`config.mk`:
```
export PLATFORM = sky130hd
export DESIGN_NAME = vga_rect_filler_flat
export DESIGN_NICKNAME = d
export VERILOG_FILES = /design/src/rtl/vga_pkg.sv /design/src/rtl/vga_rect_filler_if.sv /design/src/rtl/rect_raster_counter.sv /design/src/rtl/vga_rect_filler.sv /design/src/flat_wrapper.sv
export SDC_FILE = /design/constraint.sdc
export NUM_CORES = 1
export LEC_CHECK = 0
export CORE_UTILIZATION = 35
export DETAILED_ROUTE_END_ITERATION = 8
export GPL_TIMING_DRIVEN = 0
export PLACE_DENSITY_LB_ADDON = 0.05
export SLEW_MARGIN = 10
export SYNTH_ARGS = -nofsm -noshare
export SYNTH_HDL_FRONTEND = slang
export SYNTH_SLANG_ARGS = --single-unit
```
`constraint.sdc`:
```
create_clock -name clk -period 6.9 [get_ports clk]
set_input_delay 1.725 -clock clk [delete_from_list [all_inputs] [get_ports clk]]
set_output_delay 1.725 -clock clk [all_outputs]
set_load 0.02 [all_outputs]
```
`src/rtl/vga_pkg.sv`:
```
// Shared constants for the VGA rectangle fill engine.
//   Frame geometry (160x120 logical pixels), bus widths, fill FSM state
//   encoding and small helpers for clamping and row-base computation.
package vga_pkg;

    localparam int unsigned SCREEN_W = 160;
    localparam int unsigned SCREEN_H = 120;
    localparam int unsigned ADDR_W   = 15;
    localparam int unsigned COLOR_W  = 3;
    localparam int unsigned X_W      = 8;
    localparam int unsigned Y_W      = 7;

    localparam logic [X_W-1:0]    X_MAX      = X_W'(SCREEN_W - 1);
    localparam logic [Y_W-1:0]    Y_MAX      = Y_W'(SCREEN_H - 1);
    localparam logic [ADDR_W-1:0] ROW_STRIDE = ADDR_W'(SCREEN_W);

    // Fill FSM state encoding
    localparam int unsigned ST_W = 3;
    localparam logic [ST_W-1:0] StIdle  = 3'd0;
    localparam logic [ST_W-1:0] StSetup = 3'd1;
    localparam logic [ST_W-1:0] StWrite = 3'd2;
    localparam logic [ST_W-1:0] StGap   = 3'd3;
    localparam logic [ST_W-1:0] StDone  = 3'd4;

    // y*160 as (y<<7)+(y<<5); max 119*160 = 19040, fits ADDR_W.
    function automatic logic [ADDR_W-1:0] row_base_of(input logic [Y_W-1:0] y);
        logic [ADDR_W-1:0] y_ext;
        y_ext = ADDR_W'(y);
        return (y_ext << 7) + (y_ext << 5);
    endfunction

    function automatic logic [X_W-1:0] clamp_x(input logic [X_W-1:0] x);
        return (x > X_MAX) ? X_MAX : x;
    endfunction

    function automatic logic [Y_W-1:0] clamp_y(input logic [Y_W-1:0] y);
        return (y > Y_MAX) ? Y_MAX : y;
    endfunction

endpackage

```
`src/rtl/vga_rect_filler_if.sv`:
```
// Command and video-memory write bus of the rectangle fill engine.
//   master : command source / write-port consumer (drives cmd_*)
//   slave  : the fill engine (drives cmd_ready, busy, done and the write port)
interface vga_rect_filler_if;
    import vga_pkg::*;

    logic               cmd_valid;
    logic               cmd_ready;
    logic [X_W-1:0]     cmd_x0;
    logic [X_W-1:0]     cmd_x1;
    logic [Y_W-1:0]     cmd_y0;
    logic [Y_W-1:0]     cmd_y1;
    logic [COLOR_W-1:0] cmd_color;
    logic               busy;
    logic               done;
    logic [ADDR_W-1:0]  data_addr;
    logic [COLOR_W-1:0] data_in;
    logic               write_enable;

    modport master (
        output cmd_valid, cmd_x0, cmd_x1, cmd_y0, cmd_y1, cmd_color,
        input  cmd_ready, busy, done, data_addr, data_in, write_enable
    );

    modport slave (
        input  cmd_valid, cmd_x0, cmd_x1, cmd_y0, cmd_y1, cmd_color,
        output cmd_ready, busy, done, data_addr, data_in, write_enable
    );

endinterface

```
`src/rtl/rect_raster_counter.sv`:
```
// Raster-order pixel stepper for one rectangle.
//   clk, rst_n        : clock, async active-low reset
//   load              : latch bounds and start at (x_start, y_start)
//   step              : advance to the next pixel in raster order
//   x_start/x_end     : clamped column bounds (inclusive)
//   y_start/y_end     : clamped row bounds (inclusive)
//   next_addr         : address of the pixel the counter will hold after this edge
//   last_pixel        : current pixel is the bottom-right corner
module rect_raster_counter
    import vga_pkg::*;
(
    input  logic              clk,
    input  logic              rst_n,
    input  logic              load,
    input  logic              step,
    input  logic [X_W-1:0]    x_start,
    input  logic [X_W-1:0]    x_end,
    input  logic [Y_W-1:0]    y_start,
    input  logic [Y_W-1:0]    y_end,
    output logic [ADDR_W-1:0] next_addr,
    output logic              last_pixel
);

    logic [X_W-1:0]    x_q, x_d, x0_q, x1_q;
    logic [Y_W-1:0]    y_q, y_d, y1_q;
    logic [ADDR_W-1:0] row_q, row_d;

    always_comb begin
        x_d   = x_q;
        y_d   = y_q;
        row_d = row_q;
        if (load) begin
            x_d   = x_start;
            y_d   = y_start;
            row_d = row_base_of(y_start);
        end else if (step) begin
            if (x_q == x1_q) begin
                x_d   = x0_q;
                y_d   = y_q + Y_W'(1);
                row_d = row_q + ROW_STRIDE;
            end else begin
                x_d = x_q + X_W'(1);
            end
        end
    end

    // Exposing the next-state address lets the owner register it on the same
    // edge the counter moves, so the write port stays fully registered.
    assign next_addr  = row_d + ADDR_W'(x_d);
    assign last_pixel = (x_q == x1_q) && (y_q == y1_q);

    always_ff @(posedge clk or negedge rst_n) begin
        if (!rst_n) begin
            x_q   <= '0;
            y_q   <= '0;
            row_q <= '0;
            x0_q  <= '0;
            x1_q  <= '0;
            y1_q  <= '0;
        end else begin
            x_q   <= x_d;
            y_q   <= y_d;
            row_q <= row_d;
            if (load) begin
                x0_q <= x_start;
                x1_q <= x_end;
                y1_q <= y_end;
            end
        end
    end

endmodule

```
`src/rtl/vga_rect_filler.sv`:
```
// Rectangle fill engine for the VGA controller's video memory.
//   Accepts one fill command (inclusive corners + colour) and emits one
//   single-cycle pixel write per pixel in raster order, each followed by
//   WR_GAP idle cycles so the controller can finish its read-modify-write.
//   clk, rst_n : clock, async active-low reset
//   bus        : slave side of vga_rect_filler_if (command handshake,
//                busy/done status, data_addr/data_in/write_enable port)
module vga_rect_filler
    import vga_pkg::*;
#(
    parameter int unsigned WR_GAP = 1
) (
    input logic              clk,
    input logic              rst_n,
    vga_rect_filler_if.slave bus
);

    localparam int unsigned GapW = (WR_GAP > 1) ? $clog2(WR_GAP) : 1;
    localparam logic [GapW-1:0] GapLast = GapW'(WR_GAP - 1);

    logic [ST_W-1:0]    state_q, state_d;
    logic [GapW-1:0]    gap_q, gap_d;

    logic [X_W-1:0]     x0_q, x1_q;
    logic [Y_W-1:0]     y0_q, y1_q;
    logic [COLOR_W-1:0] color_q;

    logic               cmd_ready_q, busy_q, done_q, we_q;
    logic [ADDR_W-1:0]  addr_q;
    logic [COLOR_W-1:0] data_q;

    logic               accept;
    logic               load, step;
    logic               empty;
    logic [X_W-1:0]     x0_c, x1_c;
    logic [Y_W-1:0]     y0_c, y1_c;
    logic [ADDR_W-1:0]  next_addr;
    logic               last_pixel;

    assign accept = bus.cmd_valid && (state_q == StIdle);

    assign x0_c  = clamp_x(x0_q);
    assign x1_c  = clamp_x(x1_q);
    assign y0_c  = clamp_y(y0_q);
    assign y1_c  = clamp_y(y1_q);
    assign empty = (x0_c > x1_c) || (y0_c > y1_c);

    rect_raster_counter u_counter (
        .clk        (clk),
        .rst_n      (rst_n),
        .load       (load),
        .step       (step),
        .x_start    (x0_c),
        .x_end      (x1_c),
        .y_start    (y0_c),
        .y_end      (y1_c),
        .next_addr  (next_addr),
        .last_pixel (last_pixel)
    );

    always_comb begin
        state_d = state_q;
        gap_d   = gap_q;
        load    = 1'b0;
        step    = 1'b0;
        case (state_q)
            StIdle: begin
                if (accept) begin
                    state_d = StSetup;
                end
            end
            StSetup: begin
                if (empty) begin
                    state_d = StDone;
                end else begin
                    load    = 1'b1;
                    state_d = StWrite;
                end
            end
            StWrite: begin
                gap_d   = '0;
                state_d = StGap;
            end
            StGap: begin
                if (gap_q == GapLast) begin
                    if (last_pixel) begin
                        state_d = StDone;
                    end else begin
                        step    = 1'b1;
                        state_d = StWrite;
                    end
                end else begin
                    gap_d = gap_q + GapW'(1);
                end
            end
            StDone: begin
                state_d = StIdle;
            end
            default: begin
                state_d = StIdle;
            end
        endcase
    end

    always_ff @(posedge clk or negedge rst_n) begin
        if (!rst_n) begin
            state_q <= StIdle;
            gap_q   <= '0;
        end else begin
            state_q <= state_d;
            gap_q   <= gap_d;
        end
    end

    // Command is captured on accept so cmd_* may change during the fill.
    always_ff @(posedge clk or negedge rst_n) begin
        if (!rst_n) begin
            x0_q    <= '0;
            x1_q    <= '0;
            y0_q    <= '0;
            y1_q    <= '0;
            color_q <= '0;
        end else if (accept) begin
            x0_q    <= bus.cmd_x0;
            x1_q    <= bus.cmd_x1;
            y0_q    <= bus.cmd_y0;
            y1_q    <= bus.cmd_y1;
            color_q <= bus.cmd_color;
        end
    end

    // Outputs are registered from the next state so they line up with state_q.
    always_ff @(posedge clk or negedge rst_n) begin
        if (!rst_n) begin
            cmd_ready_q <= 1'b1;
            busy_q      <= 1'b0;
            done_q      <= 1'b0;
            we_q        <= 1'b0;
            addr_q      <= '0;
            data_q      <= '0;
        end else begin
            cmd_ready_q <= (state_d == StIdle);
            busy_q      <= (state_d != StIdle);
            done_q      <= (state_d == StDone);
            we_q        <= (state_d == StWrite);
            if (state_d == StWrite) begin
                addr_q <= next_addr;
                data_q <= color_q;
            end
        end
    end

    assign bus.cmd_ready    = cmd_ready_q;
    assign bus.busy         = busy_q;
    assign bus.done         = done_q;
    assign bus.write_enable = we_q;
    assign bus.data_addr    = addr_q;
    assign bus.data_in      = data_q;

endmodule
```
`src/flat_wrapper.sv`:
```
// flat-port wrapper written by rule: the top's interface ports become plain ports
module vga_rect_filler_flat import vga_pkg::*;
#(
    parameter int unsigned WR_GAP = 1
)
  (clk, rst_n, bus_cmd_valid, bus_cmd_x0, bus_cmd_x1, bus_cmd_y0, bus_cmd_y1, bus_cmd_color, bus_cmd_ready, bus_busy, bus_done, bus_data_addr, bus_data_in, bus_write_enable);
  vga_rect_filler_if bus_i ();
  input logic clk;
  input logic rst_n;
  input wire logic [$bits(bus_i.cmd_valid)-1:0] bus_cmd_valid;
  input wire logic [$bits(bus_i.cmd_x0)-1:0] bus_cmd_x0;
  input wire logic [$bits(bus_i.cmd_x1)-1:0] bus_cmd_x1;
  input wire logic [$bits(bus_i.cmd_y0)-1:0] bus_cmd_y0;
  input wire logic [$bits(bus_i.cmd_y1)-1:0] bus_cmd_y1;
  input wire logic [$bits(bus_i.cmd_color)-1:0] bus_cmd_color;
  output wire logic [$bits(bus_i.cmd_ready)-1:0] bus_cmd_ready;
  output wire logic [$bits(bus_i.busy)-1:0] bus_busy;
  output wire logic [$bits(bus_i.done)-1:0] bus_done;
  output wire logic [$bits(bus_i.data_addr)-1:0] bus_data_addr;
  output wire logic [$bits(bus_i.data_in)-1:0] bus_data_in;
  output wire logic [$bits(bus_i.write_enable)-1:0] bus_write_enable;
  assign bus_i.cmd_valid = bus_cmd_valid;
  assign bus_i.cmd_x0 = bus_cmd_x0;
  assign bus_i.cmd_x1 = bus_cmd_x1;
  assign bus_i.cmd_y0 = bus_cmd_y0;
  assign bus_i.cmd_y1 = bus_cmd_y1;
  assign bus_i.cmd_color = bus_cmd_color;
  assign bus_cmd_ready = bus_i.cmd_ready;
  assign bus_busy = bus_i.busy;
  assign bus_done = bus_i.done;
  assign bus_data_addr = bus_i.data_addr;
  assign bus_data_in = bus_i.data_in;
  assign bus_write_enable = bus_i.write_enable;
  vga_rect_filler #(.WR_GAP(WR_GAP)) u_core (.clk(clk), .rst_n(rst_n), .bus(bus_i));
endmodule
```
* Word-level counts from Yosys, hierarchy flattened
Cells that the tools add are included.
Storage, ports and cells: ROM bits 0, flip-flop bits (word level) 112, RAM bits 0, latch bits 0, bits of input ports 36, output and inout bits 22, memories kept 0
Operators by class: order comparisons 6, reductions and logical operators 10, add/sub/neg operators 6, mux-type cells 25, multiply operators 0, div/mod/pow operators 0, shifts and indexed selects 0, bitwise logic cells 0, equal/unequal tests 7
Operators by type and width (count):
- 15-bit two-way mux | 3
- 8-bit two-way mux | 5
- 7-bit two-way mux | 5
- 8-bit > comparator, second input constant | 2
- 14-bit by 12-bit adder with 15-bit output | 1
- 15-bit by 8-bit adder with 15-bit output | 1
- 15-bit by 8-bit adder with 15-bit output, second input constant | 1
- 7-bit > comparator, second input constant | 2
- 3-bit two-way mux | 4
- 3-bit one-hot mux with 4 select lines | 1
- 3-bit by 2-bit == test with 1-bit output, second input constant | 3
- 8-bit by 1-bit adder with 8-bit output, second input constant | 1
- 8-bit == test | 1
- 8-bit > comparator | 1
- 7-bit by 1-bit adder with 7-bit output, second input constant | 1
- 7-bit == test | 1
- 7-bit > comparator | 1
- 3-bit zero test | 2
- 1-bit two-way mux | 6
- 2-bit nonzero test | 3
- 3-bit by 1-bit == test with 1-bit output, second input constant | 1
- 3-bit == test, second input constant | 1
- 3-bit nonzero test | 1
- 1-bit logical AND | 2
- 4 further kinds | 4

* Longest topological paths before layout
word-level depth 8, mapped depth 25, mapped depth without buffers 22

* By module
A second synthesis with hierarchy kept.
Unflattened totals: cells, all modules 576, area total of the unflattened synthesis 6219.7 um^2
By module, submodules not included:
- rect_raster_counter | area an instance 3437.0 um^2, cells each 348, instances 1
- vga_rect_filler | area an instance 2782.7 um^2, cells each 228, instances 1

* Worst setup path before layout
OpenSTA, ideal clock, no wires.
kind reg2reg, start point register u_core.x0_q[6], end point register u_core.addr_q[12], in the netlist u_core.bus.data_addr[12], path slack 2.042 ns, path buffers 3, data required time 6.768 ns, arrival time 4.725 ns, setup time 0.132 ns, cell stages (with the launch flop) 24, path through dfrtp_1 o21ai_0 nand2_1 ha_1 nor2b_1 o211ai_1 a211o_1 nand4_1 buf_1 clkbuf_1 buf_1 a21oi_1 ha_1 inv_1 fa_1 nor2b_1 o21ai_0 nand2b_1 and2_1 a31o_2 a41oi_1 a211oi_1 xnor2_1 o21ai_1
Between the ends: word-level cells in the longest chain between the ends 8, elaborated cells on any way between the ends 12, classes of those cells add/sub: 1; order compare: 2; eq/ne: 1; mux: 7; reduce/logical: 1
RTL lines:
- from (decl) | line vga_rect_filler.sv:24 | logic [X_W-1:0] x0_q, x1_q;
- from (signal assigned) | line vga_rect_filler.sv:124 | x0_q <= bus.cmd_x0;
- 8-bit > comparator | line vga_pkg.sv:33 | return (x > X_MAX) ? X_MAX : x;
- 8-bit two-way mux | line vga_pkg.sv:33
- net u_core.u_counter.x_start[1] | line rect_raster_counter.sv:16 | input logic [X_W-1:0] x_start,
- 8-bit > comparator | line vga_rect_filler.sv:46 | assign empty = (x0_c > x1_c) || (y0_c > y1_c);
- 1-bit logical OR | line vga_rect_filler.sv:46
- 1-bit two-way mux | line vga_rect_filler.sv:73 | if (empty) begin
- 1-bit two-way mux | line vga_rect_filler.sv:66 | case (state_q)
- 8-bit two-way mux | line rect_raster_counter.sv:32 | if (load) begin
- net u_core.u_counter.x_d[0] | line rect_raster_counter.sv:24 | logic [X_W-1:0] x_q, x_d, x0_q, x1_q;
- 15-bit by 8-bit adder with 15-bit output | line rect_raster_counter.sv:49 | assign next_addr = row_d + ADDR_W'(x_d);
- to (signal assigned) | line vga_rect_filler.sv:147 | addr_q <= next_addr;
- to (decl) | line vga_rect_filler.sv:29 | logic [ADDR_W-1:0] addr_q;
The timed path passes the listed nets, and every way through them passes these cells. A chain may end at the register's enable or synchronous reset.

* Worst setup path after layout
start point register u_core.x0_q[6], end point register u_core.addr_q[14], in the netlist u_core.bus.data_addr[14]
Same word-level chain as after synthesis.

==> flow_summary.toml <==
[clocking]
cts_tree = "done"
clkSinkCount = 111
numCtsBuffers = 9
ctsHoldBuffers = 0
clk_pin_slew_worst_paths_ns = 0.08
cts.root.buffer_cell = "clkbuf_16"
postCtsSetupRepairBufs = 0
ctsResizeCount = 0
clk_path_buf_depth = 2
h-tree-depth = 3
clkLatencyLatePin_ns = 0.36

[cells_and_area]
fill_cells = 1674
regArea_mm2 = 0.00278
multiInputGateArea_mm2 = 0.00304
stdcell_area_mm2 = 0.00717
drive_gt1_frac = 0.0946
antennaDiodeCount = 0
area_growth_syn_to_layout_pct = 19.3
nNetsFinal = 751
final_common_cell = "dfrtp_1"
final_cell_mix = "dfrtp_1, nand2_1, clkdlybuf4s50_1"

[sta]
fin_crit_ns = 6.25
setup_viol = 0
rsz0062_at_grt = "false"
fmax_ghz = 0.160
fin_crit_sh = 0.907
slew_viol_final = 0
slew_headroom = 0.328
finalClockSkew_ns = 0.0124
setup_slack_ns = 0.645
hold_viol = 0
tightestPinTransition_ns = 0.993

[worst_setup_path]
path_class = "flip-flop to flip-flop"
crit_buf_inv = 4
slowest_stage = "o21ai_0"
startpoint_type = "flip-flop"
path_max_fanout = 10
critPathTopFamily = "compound AO/OA/AOI/OAI gates"
end_kind = "flip-flop"
cpPeakStageDelay_ns = 0.58
critPathRequiredTime_ns = 7.13
worst_ep_arrival_time_ns = 6.49
path_cells = "o21ai_0 -> nand2_1 -> ha_1 -> nor2b_1 -> o211ai_1 -> a211o_1 -> nand4_1 -> buf_1 -> clkbuf_1 -> buf_1 -> a21oi_1 -> ha_1 -> inv_1 -> fa_1 -> nor2b_1 -> o21ai_0 -> nand2b_1 -> and2_1 -> a31o_2 -> a41oi_1 -> a2111oi_4 -> xnor2_1 -> o21ai_1"

[synthesis]
yosys_warnings = 0
synthArstFlopShare = 1.00
avgSynthCellArea_um2 = 9.81
ys_seq_area_frac = 0.462
ys.flop_type = "dfrtp_1"
synth.net_count = 682
synth-seq-cells = 111
syn_area_mm2 = 0.00601
synth_edf_count = 0
synthCells = 613
ys_types = 60

[die]
fp-row-count = 47
die_h_um = 133
die_area_mm2 = 0.0177
start_util = 0.360
io_pins = 58
die_x_um = 133
core-area_mm2 = 0.0167

[drt]
drc = 0
routed_wl_mm = 14.6
dr.pass1.iters = 4
num_vias = 4572
wl_per_cell_um = 16.1
drt_iter0_drc = 329
ant_nets = 0
viasPerCell = 5.04

[global_routing]
grt_pass1_wl_mm = 24.3
groute.usage.overall = 0.178
grt_pass1_vias = 4641
antenna_found_initial = 0
gr-total-overflow = 0
grt_max_degree = 57

[placed_design]
dp_hpwl_mm = 11.1
globalplace.congestion = 0.846
place_area_mm2 = 0.00689
pre_cts_ws_ns = 0.611
io_buffers = 57

[worst_hold_path]
holdCritPathClass = "flip-flop to flip-flop"

[power_and_ir_drop]
p_leak_nw = 3.08
p_per_area_mw_per_mm2 = 511
ir_drop_mv = 0.179

[flow_run]
maxCapViolations = 0

[run_status]
status = "finished clean"
## final cells by class
cell class | count | share of cell area
clock inverter | 7 | 0.00855
multi-input combinational | 451 | 0.424
timing repair buffer | 58 | 0.0836
sequential | 111 | 0.387
clock buffer | 9 | 0.0314
tap | 220 | 0.0384
buffer | 28 | 0.0148
inverter | 23 | 0.0120
## cells in the mapped netlist (all sizes together) (7+ instances only)
cell	count	area, µm²
a21o	7	52.6
a21oi	32	160
a31oi	9	71.3
clkbuf	25	93.8
dfrtp	110	2750
ha	31	388
inv	23	86.3
mux2	31	349
nand2	89	337
nand2b	10	62.6
nand3	8	40.0
nand4	9	62.6
nor2	48	180
nor2b	7	43.8
o21ai	52	260
xnor2	24	210
xor2	21	184
## metal layers
layer / wire length, µm / GRT usage
met1: 7140 / 0.244
met2: 6610 / 0.277
met3: 564 / 0.0372
met4: 253 / 0.0619
met5: 0 / 0
## final timing paths
kind	startpoint	to	slack (ns)	cells past startpoint
min	u_core.bus.data_addr[3]$_DFFE_PN0P_	u_core.bus.data_addr[3]$_DFFE_PN0P_	0.48	2
min reg2reg	u_core.bus.data_addr[3]$_DFFE_PN0P_	u_core.bus.data_addr[3]$_DFFE_PN0P_	0.48	2
max in group asynchronous	rst_n	u_core.u_counter.y_q[2]$_DFFE_PN0P_	4.90	2
min in group asynchronous	rst_n	u_core.u_counter.x0_q[2]$_DFFE_PN0P_	1.33	1
max reg2reg	u_core.x0_q[6]$_DFFE_PN0P_	u_core.bus.data_addr[14]$_DFFE_PN0P_	0.65	23
max	u_core.x0_q[6]$_DFFE_PN0P_	u_core.bus.data_addr[14]$_DFFE_PN0P_	0.65	23
## cell families (layout without fill, tap and decap cells)
| kind of cell | after synthesis | after routing | share of synthesized area |
|---|---|---|---|
| buffers and inverters | 51 | 125 | 0.0320 |
| XOR/XNOR | 45 | 45 | 0.0656 |
| flip-flops | 111 | 111 | 0.462 |
| adder cells (fa/ha/maj) | 33 | 33 | 0.0712 |
| AND/OR/NAND/NOR | 201 | 201 | 0.162 |
| multiplexers | 35 | 35 | 0.0647 |
| AO/OA/AOI/OAI | 137 | 137 | 0.142 |
## flip-flops by register name, summed over array words and instances (netlist names), 7 cells and up
| register | cells |
|---|---|
| u_core.bus.data_addr | 15 |
| u_core.u_counter.row_q | 15 |
| u_core.u_counter.x0_q | 8 |
| u_core.u_counter.x1_q | 8 |
| u_core.u_counter.x_q | 8 |
| u_core.u_counter.y1_q | 7 |
| u_core.u_counter.y_q | 7 |
| u_core.x0_q | 8 |
| u_core.x1_q | 8 |
| u_core.y0_q | 7 |
| u_core.y1_q | 7 |
## report_power, final
group | switching (mW) | leakage (nW) | internal [mW] | total [mW]
Combinational | 1.16 | 1.59 | 0.808 | 1.97
Sequential | 0.228 | 1.36 | 0.953 | 1.18
Clock | 0.261 | 0.135 | 0.252 | 0.514
Total | 1.65 | 3.08 | 2.01 | 3.67
## worst min-delay path, delay by kind of cell, from the launching register on
family          cells  cell delay [ns]
simple gates        1             0.04
flops               1             0.34
compound gates      1             0.06
## through the flow
| step | util | total power, mW | hold slack, ns | cells | TNS, ns |
|---|---|---|---|---|---|
| global placement | 0.411 | 3.13 | 0.459 | 890 | -32.86 |
| CTS | 0.430 | 3.71 | 0.485 | 907 | 0 |
| finish | 0.430 | 3.67 | 0.478 | 907 | 0 |
| floorplan | - | 2.56 | 0.447 | 613 | 0 |
| detailed placement | 0.412 | 3.17 | 0.464 | 891 | 0 |
| global route | 0.430 | 4.00 | 0.506 | 907 | 0 |
(Power assumes the default switching activity.)
